===== config.mk =====
export PLATFORM = sky130hd
export DESIGN_NAME = qk_score_engine
export DESIGN_NICKNAME = d
export VERILOG_FILES = /design/src/rtl/attn_pkg.sv /design/src/rtl/fxp_round_sat.sv /design/src/rtl/qk_score_engine.sv
export SDC_FILE = /design/constraint.sdc
export NUM_CORES = 2
export LEC_CHECK = 0
export CAP_MARGIN = 15
export CORE_AREA = 10 10 401 403
export CTS_BUF_LIST = sky130_fd_sc_hd__clkbuf_4
export DETAILED_ROUTE_END_ITERATION = 8
export DIE_AREA = 0 0 411 413
export GPL_TIMING_DRIVEN = 0
export PLACE_DENSITY = 0.65
export SLEW_MARGIN = 25
export SYNTH_ARGS = -nofsm -noshare
export SYNTH_HDL_FRONTEND = slang
export SYNTH_SLANG_ARGS = --single-unit

===== constraint.sdc =====
create_clock -name clk -period 34.9 [get_ports clk]
set_input_delay 6.98 -clock clk [delete_from_list [all_inputs] [get_ports clk]]
set_output_delay 6.98 -clock clk [all_outputs]
set_load 0.05 [all_outputs]

===== src/rtl/attn_pkg.sv =====
`default_nettype none
// ----------------------------------------------------------------------------
// attn_pkg : shared types, defaults and helpers for the attention datapath
// Revision : 1.0
// ----------------------------------------------------------------------------
package attn_pkg;

  localparam int c_DATA_WIDTH  = 16;
  localparam int c_FRAC_BITS   = 8;
  localparam int c_TOKEN_DIM   = 4;
  localparam int c_TOKEN_NUM   = 8;
  localparam int c_SCALE_SHIFT = 0;

  typedef enum logic [1:0] {
    ST_IDLE = 2'd0,
    ST_MAC  = 2'd1,
    ST_EMIT = 2'd2
  } state_t;

  function automatic int acc_width(input int data_w, input int dim);
    return 2 * data_w + $clog2(dim);
  endfunction

endpackage
`default_nettype wire


===== src/rtl/fxp_round_sat.sv =====
`default_nettype none
// ----------------------------------------------------------------------------
// fxp_round_sat : round-half-up arithmetic right shift, then saturate to OUT_W
// Revision      : 1.0
// ----------------------------------------------------------------------------
module fxp_round_sat #(
  parameter int IN_W  = 34,
  parameter int OUT_W = 16,
  parameter int SHIFT = 8
) (
  input  logic signed [IN_W-1:0]  i_din,
  output logic signed [OUT_W-1:0] o_dout,
  output logic                    o_sat
);

  localparam logic signed [IN_W:0] c_MAX = {{(IN_W+2-OUT_W){1'b0}}, {(OUT_W-1){1'b1}}};
  localparam logic signed [IN_W:0] c_MIN = {{(IN_W+2-OUT_W){1'b1}}, {(OUT_W-1){1'b0}}};

  // One guard bit keeps the rounding add from wrapping at the positive limit.
  logic signed [IN_W:0] w_ext;
  logic signed [IN_W:0] w_rnd;
  logic signed [IN_W:0] w_shr;

  assign w_ext = {i_din[IN_W-1], i_din};

  generate
    if (SHIFT > 0) begin : g_round
      localparam logic signed [IN_W:0] c_HALF = {{IN_W{1'b0}}, 1'b1} << (SHIFT - 1);
      assign w_rnd = w_ext + c_HALF;
    end else begin : g_noround
      assign w_rnd = w_ext;
    end
  endgenerate

  assign w_shr = w_rnd >>> SHIFT;

  always_comb begin
    o_sat  = 1'b0;
    o_dout = w_shr[OUT_W-1:0];
    if (w_shr > c_MAX) begin
      o_sat  = 1'b1;
      o_dout = {1'b0, {(OUT_W-1){1'b1}}};
    end else if (w_shr < c_MIN) begin
      o_sat  = 1'b1;
      o_dout = {1'b1, {(OUT_W-1){1'b0}}};
    end
  end

endmodule
`default_nettype wire


===== src/rtl/qk_score_engine.sv =====
`default_nettype none
// ----------------------------------------------------------------------------
// qk_score_engine : S = (Q*K^T) >> SCALE_SHIFT with one time-shared signed MAC
// Revision        : 1.0
// ----------------------------------------------------------------------------
module qk_score_engine
  import attn_pkg::*;
#(
  parameter int DATA_WIDTH  = c_DATA_WIDTH,
  parameter int FRAC_BITS   = c_FRAC_BITS,
  parameter int TOKEN_DIM   = c_TOKEN_DIM,
  parameter int TOKEN_NUM   = c_TOKEN_NUM,
  parameter int SCALE_SHIFT = c_SCALE_SHIFT
) (
  input  logic                                      clk,
  input  logic                                      rst,
  input  logic                                      start,
  input  logic [DATA_WIDTH*TOKEN_DIM*TOKEN_NUM-1:0] Q,
  input  logic [DATA_WIDTH*TOKEN_DIM*TOKEN_NUM-1:0] K,
  output logic                                      busy,
  output logic                                      done,
  output logic                                      s_valid,
  input  logic                                      s_ready,
  output logic [DATA_WIDTH-1:0]                     s_data,
  output logic [$clog2(TOKEN_NUM)-1:0]              s_row,
  output logic [$clog2(TOKEN_NUM)-1:0]              s_col,
  output logic                                      s_last,
  output logic                                      sat_flag
);

  localparam int ACC_W = acc_width(DATA_WIDTH, TOKEN_DIM);
  localparam int IDX_W = $clog2(TOKEN_NUM);
  localparam int K_W   = $clog2(TOKEN_DIM);
  localparam int VEC_W = DATA_WIDTH * TOKEN_DIM * TOKEN_NUM;
  localparam logic [IDX_W-1:0] c_IDX_LAST = IDX_W'(TOKEN_NUM - 1);
  localparam logic [K_W-1:0]   c_K_LAST   = K_W'(TOKEN_DIM - 1);

  state_t                  r_state;
  state_t                  w_state_nxt;
  logic [VEC_W-1:0]        r_q;
  logic [VEC_W-1:0]        r_k;
  logic [IDX_W-1:0]        r_row;
  logic [IDX_W-1:0]        r_col;
  logic [K_W-1:0]          r_kidx;
  logic signed [ACC_W-1:0] r_acc;
  logic [DATA_WIDTH-1:0]   r_s_data;
  logic                    r_done;
  logic                    r_sat;

  logic                           w_launch;
  logic                           w_mac_end;
  logic                           w_hs;
  logic                           w_last;
  logic                           w_sat;
  logic signed [DATA_WIDTH-1:0]   w_q_op;
  logic signed [DATA_WIDTH-1:0]   w_k_op;
  logic signed [DATA_WIDTH-1:0]   w_res;
  logic signed [2*DATA_WIDTH-1:0] w_prod;
  logic signed [ACC_W-1:0]        w_acc_nxt;
  logic [DATA_WIDTH-1:0]          w_q_arr [TOKEN_NUM][TOKEN_DIM];
  logic [DATA_WIDTH-1:0]          w_k_arr [TOKEN_NUM][TOKEN_DIM];

  generate
    for (genvar t = 0; t < TOKEN_NUM; t++) begin : g_tok
      for (genvar d = 0; d < TOKEN_DIM; d++) begin : g_dim
        assign w_q_arr[t][d] = r_q[(t*TOKEN_DIM+d)*DATA_WIDTH +: DATA_WIDTH];
        assign w_k_arr[t][d] = r_k[(t*TOKEN_DIM+d)*DATA_WIDTH +: DATA_WIDTH];
      end
    end
  endgenerate

  assign w_q_op    = w_q_arr[r_row][r_kidx];
  assign w_k_op    = w_k_arr[r_col][r_kidx];
  assign w_prod    = w_q_op * w_k_op;
  assign w_acc_nxt = r_acc + {{(ACC_W-2*DATA_WIDTH){w_prod[2*DATA_WIDTH-1]}}, w_prod};

  // The final product is folded in combinationally so the score registers on the last MAC cycle.
  fxp_round_sat #(
    .IN_W  (ACC_W),
    .OUT_W (DATA_WIDTH),
    .SHIFT (FRAC_BITS + SCALE_SHIFT)
  ) u_round_sat (
    .i_din  (w_acc_nxt),
    .o_dout (w_res),
    .o_sat  (w_sat)
  );

  assign w_launch  = (r_state == ST_IDLE) && start;
  assign w_mac_end = (r_state == ST_MAC) && (r_kidx == c_K_LAST);
  assign w_hs      = (r_state == ST_EMIT) && s_ready;
  assign w_last    = (r_row == c_IDX_LAST) && (r_col == c_IDX_LAST);

  always_ff @(posedge clk or posedge rst) begin
    if (rst) r_state <= ST_IDLE;
    else     r_state <= w_state_nxt;
  end

  always_comb begin
    w_state_nxt = r_state;
    case (r_state)
      ST_IDLE: if (start)     w_state_nxt = ST_MAC;
      ST_MAC:  if (w_mac_end) w_state_nxt = ST_EMIT;
      ST_EMIT: if (s_ready)   w_state_nxt = w_last ? ST_IDLE : ST_MAC;
      default:                w_state_nxt = ST_IDLE;
    endcase
  end

  always_ff @(posedge clk or posedge rst) begin
    if (rst) begin
      r_q      <= '0;
      r_k      <= '0;
      r_row    <= '0;
      r_col    <= '0;
      r_kidx   <= '0;
      r_acc    <= '0;
      r_s_data <= '0;
      r_done   <= 1'b0;
      r_sat    <= 1'b0;
    end else begin
      r_done <= w_hs && w_last;
      if (w_launch) begin
        r_q    <= Q;
        r_k    <= K;
        r_row  <= '0;
        r_col  <= '0;
        r_kidx <= '0;
        r_acc  <= '0;
        r_sat  <= 1'b0;
      end
      if (r_state == ST_MAC) begin
        r_acc <= w_acc_nxt;
        if (w_mac_end) begin
          r_kidx   <= '0;
          r_s_data <= w_res;
          r_sat    <= r_sat | w_sat;
        end else begin
          r_kidx <= r_kidx + 1'b1;
        end
      end
      if (w_hs) begin
        r_acc  <= '0;
        r_kidx <= '0;
        if (r_col == c_IDX_LAST) begin
          r_col <= '0;
          r_row <= w_last ? '0 : r_row + 1'b1;
        end else begin
          r_col <= r_col + 1'b1;
        end
      end
    end
  end

  assign busy     = (r_state != ST_IDLE);
  assign done     = r_done;
  assign s_valid  = (r_state == ST_EMIT);
  assign s_data   = r_s_data;
  assign s_row    = r_row;
  assign s_col    = r_col;
  assign s_last   = s_valid && w_last;
  assign sat_flag = r_sat;

endmodule
`default_nettype wire


[Word level (Yosys, flattened, before mapping)]
Index checks and enable logic that the tools add are counted.
Cells by class
  eq/ne operators: 8
  order comparisons: 5
  bitwise logic cells: 4
  add/sub/neg operators: 5
  reductions and logical operators: 12
  multiplexer cells: 38
  multipliers: 1
Operators with widths (number)
  64-bit binary-select mux with 3-bit select: 2
  64-bit two-way mux: 4
  34-bit two-way mux: 3
  16-bit two-way mux: 6
  16-bit binary-select mux with 2-bit select: 2
  34-bit by 9-bit adder with 35-bit output (second input constant): 1
  34-bit adder: 1
  16-bit by 16-bit multiplier with 32-bit output: 1
  27-bit by 16-bit greater-than comparator with 1-bit output (second input constant): 1
  27-bit by 16-bit < comparator with 1-bit output (second input constant): 1
  3-bit two-way mux: 7
  2-bit two-way mux: 7
  4-bit >= comparator (second input constant): 2
  3-bit inverter with 4-bit output: 2
  3-bit by 1-bit adder with 3-bit output (second input constant): 2
  3-bit == test (second input constant): 2
  1-bit logical AND: 6
  1-bit two-way mux: 6
  2-bit one-hot mux with 3 select lines: 1
  2-bit == test (second input constant): 2
  2-bit != test (second input constant): 2
  2-bit nonzero test: 2
  3-bit >= comparator (second input constant): 1
  2-bit inverter with 3-bit output: 1
  8 further kinds: 8
Storage, ports and cells
  flip-flop bits (word level): 1086
  output and inout port bits: 27
  logic and storage cells: 83

[Longest topological paths before layout]
  word-level depth: 16
  depth in mapped cells: 51
  depth with buffers taken out: 44

[Modules after synthesis]
A second synthesis with hierarchy kept.
Unflattened totals
  cell total of the unflattened synthesis: 6414
  area total of the unflattened synthesis: 60670.7 um^2
By module, submodules not included
  qk_score_engine: area an instance 59928.7 um^2, cells an instance 6297, times used 1, seq. area each 27176.1 um^2
  fxp_round_sat: area an instance 742.0 um^2, cells an instance 117, times used 1, seq. area each 0.0 um^2

[Worst setup path after synthesis]
No wires, ideal clock.
  path type: register to register
  from: register r_row[0] (netlist: s_row[0])
  to: register r_s_data[1] (netlist: s_data[1])
  library setup time: 0.140 ns
  path buffers: 7
  stages on the path, launching flop included: 49
  data arrival time: 11.797 ns
  path slack: 22.962 ns
  required time: 34.760 ns
  cells stage by stage: dfrtp_1 clkbuf_1 buf_1 buf_1 buf_1 mux4_2 mux4_2 mux2i_1 clkbuf_1 nor2_1 fa_1 inv_1 fa_1 fa_1 inv_1 fa_1 fa_1 inv_1 [13 not listed] xnor2_1 ha_1 clkbuf_1 nand2_1 nor2_1 a211oi_1 o21ai_0 a211oi_1 o21a_1 xnor2_1 nand2_1 a31oi_1 o2111ai_1 a221oi_2 a21oi_1 o221ai_4 buf_6 o311ai_1
Between the ends
  cells in the longest elaborated chain, start to end: 13
  elaborated cells on any way between the ends: 14
  those cells by class: add/sub: 2; mul: 1; order compare: 2; mux: 8; bitwise: 1
RTL lines
  start, declared: line qk_score_engine.sv:42  | logic [IDX_W-1:0] r_row;
  start signal, assigned: line qk_score_engine.sv:145  | r_row <= w_last ? '0 : r_row + 1'b1;
  3-bit inverter with 4-bit output (implied by the code) (*): line qk_score_engine.sv:72  | assign w_q_op = w_q_arr[r_row][r_kidx];
  64-bit binary-select mux with 3-bit select (*): line qk_score_engine.sv:72
  64-bit two-way mux (implied by the code) (*) (2 in a row): line qk_score_engine.sv:72
  16-bit binary-select mux with 2-bit select (*): line qk_score_engine.sv:72
  16-bit two-way mux (implied by the code) (*) (2 in a row): line qk_score_engine.sv:72
  16-bit by 16-bit multiplier with 32-bit output (*): line qk_score_engine.sv:74  | assign w_prod = w_q_op * w_k_op;
  34-bit adder (*): line qk_score_engine.sv:75  | assign w_acc_nxt = r_acc + {{(ACC_W-2*DATA_WIDTH){w_prod[2*DATA_WIDTH-1]}}, w_prod};
  34-bit by 9-bit adder with 35-bit output (*): line fxp_round_sat.sv:29  | assign w_rnd = w_ext + c_HALF;
  27-bit by 16-bit < comparator with 1-bit output: line fxp_round_sat.sv:43  | end else if (w_shr < c_MIN) begin
  16-bit two-way mux: line fxp_round_sat.sv:43
  16-bit two-way mux (*): line fxp_round_sat.sv:40  | if (w_shr > c_MAX) begin
  end signal, assigned: line qk_score_engine.sv:134  | r_s_data <= w_res;
  end, declared: line qk_score_engine.sv:46  | logic [DATA_WIDTH-1:0] r_s_data;
Every way passes the cells marked *; elsewhere a longest branch is shown, timed or not. The select of a mux whose other input is x is not followed.
A chain may end at the register's enable or synchronous reset.

[Worst setup path after layout]
  from: register r_col[1] (netlist: s_col[1])
  to: register r_s_data[5] (netlist: s_data[5])
Between the ends
  cells in the longest elaborated chain, start to end: 13
  elaborated cells on any way between the ends: 14
  those cells by class: add/sub: 2; mul: 1; order compare: 2; mux: 8; bitwise: 1
RTL lines
  start, declared: line qk_score_engine.sv:43  | logic [IDX_W-1:0] r_col;
  start signal, assigned: line qk_score_engine.sv:147  | r_col <= r_col + 1'b1;
  3-bit inverter with 4-bit output (implied by the code) (*): line qk_score_engine.sv:73  | assign w_k_op = w_k_arr[r_col][r_kidx];
  64-bit binary-select mux with 3-bit select (*): line qk_score_engine.sv:73
  64-bit two-way mux (implied by the code) (*) (2 in a row): line qk_score_engine.sv:73
  16-bit binary-select mux with 2-bit select (*): line qk_score_engine.sv:73
  16-bit two-way mux (implied by the code) (*) (2 in a row): line qk_score_engine.sv:73
  16-bit by 16-bit multiplier with 32-bit output (*): line qk_score_engine.sv:74
  34-bit adder (*): line qk_score_engine.sv:75
  34-bit by 9-bit adder with 35-bit output (*): line fxp_round_sat.sv:29
  27-bit by 16-bit < comparator with 1-bit output: line fxp_round_sat.sv:43
  16-bit two-way mux: line fxp_round_sat.sv:43
  16-bit two-way mux (*): line fxp_round_sat.sv:40
Marks and branches as above.

==> reports/results.ini <==
[final_layout]
fillers=14345
layout_commonest_cell=nand2_1
layout_common_cells=3228 x nand2_1, 1086 x dfrtp_1, 1054 x clkdlybuf4s50_1
drive_above_1_share_pct=11.76
layout.nets=9290
area_growth_pct=30.16
post-route-util_pct=51.53

[grt]
grt_pass1_vias=56428
grt_max_degree=33
gr-total-overflow=0
grt_usage_pct=34.23
grt_pass1_wl_microns=412700
antenna_found_initial=110

[critical_path]
worstPathMaxFanout=10
reg2reg_to=s_data[5]
path_buf_inv=10
cp_slowest_cell=clkbuf_1
cp.arrival_ps=16150
r2r-start=s_col[1]
start_kind=register
crit_top_cell=fa_1
crit_type=reg2reg
worst-path-stages=47
worst_ep_required_time_ps=35920
slowest_delay_ps=890
reg2reg_depth=47
r2r_slack_ps=19770
critPathCaptureType=register
crit_family=adder cells

[timing]
setup_violations=0
clock_skew_ps=165.6
fin_crit_ps=15130
relSlewSlack_pct=20.59
finalWorstSetupSlack_ps=19770
drv_slew=0
rsz0062_at_grt=no
tns_ps=0
hold_viol_final=0
fin_crit_sh_pct=43.35
clock.fmax_ghz=0.06610
worst_pin_slew_ps=1158

[yosys]
synth_nets=7861
synth_flop_cell=dfrtp_1
yosysSeqAreaShare_pct=44.87
synthCells=6448
ys_ff_latch=1086
synth_edf_count=0
avgSynthCellArea_sq_um=9.393
ys_async_sr_fraction_pct=100.0
netlist-cell-type-count=73
yosysWarnings=0
syn_area_sq_um=60570

[cts]
cts-resized-gates=0
insertion_delay_ps=1280
h-tree-depth=5
cts_tree=built
cts_num_sinks=1086
cts_buffers=320
postCtsSetupBuffers=0
hold_buffers=0
clk_pin_slew_ps=70
ctsLongestPathBuffers=4
cts_root_buf=clkbuf_4

[placed_design]
io_buffers=1054
dp_hpwl_microns=243200
dp_slack_ps=19840
place.gp.congestion=1.024

[floorplan]
dieWidth_microns=411
fp-row-count=144
start_util_pct=39.59
fp.coreArea_sq_um=153000
io_pins=1055
die_h_microns=413
die_area_sq_um=169700

[hold_path]
hold_end=r_k[451]
hold_depth=2
min_path_type=reg2reg
min_from=r_k[451]

[route]
num_vias=55637
first_pass_iters=6
vias_per_cell=5.460
first_iter_violations=6802
drc=0
wl_per_cell_microns=29.22
drt_wl_total_microns=297700
postRouteAntennaNets=0

[outcome]
outcome=finished, final reports clean

[flow_run]
drv_cap=0

[tightest hold or removal path: stages (launching register included)]
cell	delay, ps
dfrtp_1	340
nand2_1	50
nand2_1	60
[how the worst max path moves through the flow]
stage             start        end  slack (ps)
6_report       s_col[1]  s_data[5]       19770
5_1_grt        s_col[1]  s_data[9]       18970
4_1_cts        s_col[1]  s_data[5]       19850
3_5_place_dp   s_col[1]  s_data[5]       19840
3_3_place_gp        rst   r_q[343]        5620
2_1_floorplan       rst       done       12940
[registers in the layout, summed over array words and instances, names as in the netlist]
signal and count:
r_k 512, r_q 512, r_acc 34, s_data 16, s_col 3, s_row 3
r_kidx 2, r_state 2, done 1, sat_flag 1
[metrics by stage]
step / area [sq um] / std cells / hold slack (ps)
2_1_floorplan: 60570 / 6448 / 440.3
3_3_place_gp: 73680 / 9546 / 452.6
6_report: 78830 / 10190 / 471.2
3_5_place_dp: 74910 / 9598 / 457.1
4_1_cts: 78620 / 10114 / 471.9
5_1_grt: 78800 / 10177 / 486.5
[cells in the mapped netlist (all sizes together), types with 3 or more instances]
| library cell | number | share of area, % |
|---|---|---|
| or2 | 14 | 0.14 |
| a21oi | 74 | 0.61 |
| mux2i | 25 | 0.41 |
| a21o | 14 | 0.17 |
| nor2 | 178 | 1.1 |
| clkbuf | 303 | 1.9 |
| nor2b | 29 | 0.30 |
| nor4 | 5 | 0.052 |
| o211ai | 13 | 0.16 |
| a211oi | 6 | 0.074 |
| nand2b | 45 | 0.46 |
| xnor2 | 53 | 0.77 |
| or4 | 3 | 0.043 |
| o31ai | 3 | 0.037 |
| a311oi | 3 | 0.054 |
| o21a | 12 | 0.15 |
| nand3 | 19 | 0.17 |
| o311ai | 14 | 0.21 |
| and2 | 12 | 0.12 |
| a31oi | 5 | 0.052 |
| mux4 | 320 | 12 |
| or3 | 6 | 0.062 |
| xor2 | 23 | 0.33 |
| o21bai | 6 | 0.074 |
| a221oi | 3 | 0.064 |
| ha | 122 | 2.5 |
| nor3 | 25 | 0.21 |
| mux2 | 13 | 0.24 |
| inv | 318 | 2.0 |
| and4 | 7 | 0.10 |
| nand4 | 9 | 0.10 |
| buf | 58 | 0.39 |
| a211o | 4 | 0.058 |
| nand2 | 3229 | 20 |
| nand3b | 4 | 0.050 |
| fa | 263 | 8.7 |
| a22o | 17 | 0.25 |
| dfrtp | 1086 | 45 |
| o21ai | 66 | 0.55 |
| and3 | 15 | 0.15 |
[kinds of logic (layout without fill, tap and decap cells)]
| logic type | Yosys count | in the layout | synth area share [%] |
|---|---|---|---|
| AOI/OAI and AO/OA | 258 | 258 | 2.810 |
| xor gates and xnor gates | 76 | 76 | 1.099 |
| adders and majority gates | 385 | 385 | 11.21 |
| buffers and inverters | 679 | 2302 | 4.239 |
| DFF | 1086 | 1086 | 44.87 |
| muxes | 358 | 358 | 12.55 |
| other | 0 | 75 | 0 |
| and+or+nand+nor | 3606 | 3606 | 23.21 |
[layer usage]
metal	track usage, %	up-vias	routed length, microns
met2	52.43	3272	135600
met3	11.92	757	33730
met1	42.00	27880	111100
met5	0	-	299
li1	-	23680	-
met4	19.59	48	17010
[final cells by class]
class                           instances  area [sq um]  area share [%]
Multi-Input combinational cell       4683         30850           39.13
Timing Repair Buffer                 1107         11710           14.85
Tap cell                             2044          2557           3.244
Inverter                              318          1197           1.519
Clock inverter                         58         277.8          0.3524
Sequential cell                      1086         27180           34.47
Antenna cell                           75         187.7          0.2381
Buffer                                361          1440           1.827
Clock buffer                          458          3438           4.362
Power is left out: the tool's default activity adds up to more than one toggle a clock period on the data nets, which glitch-free logic cannot reach.
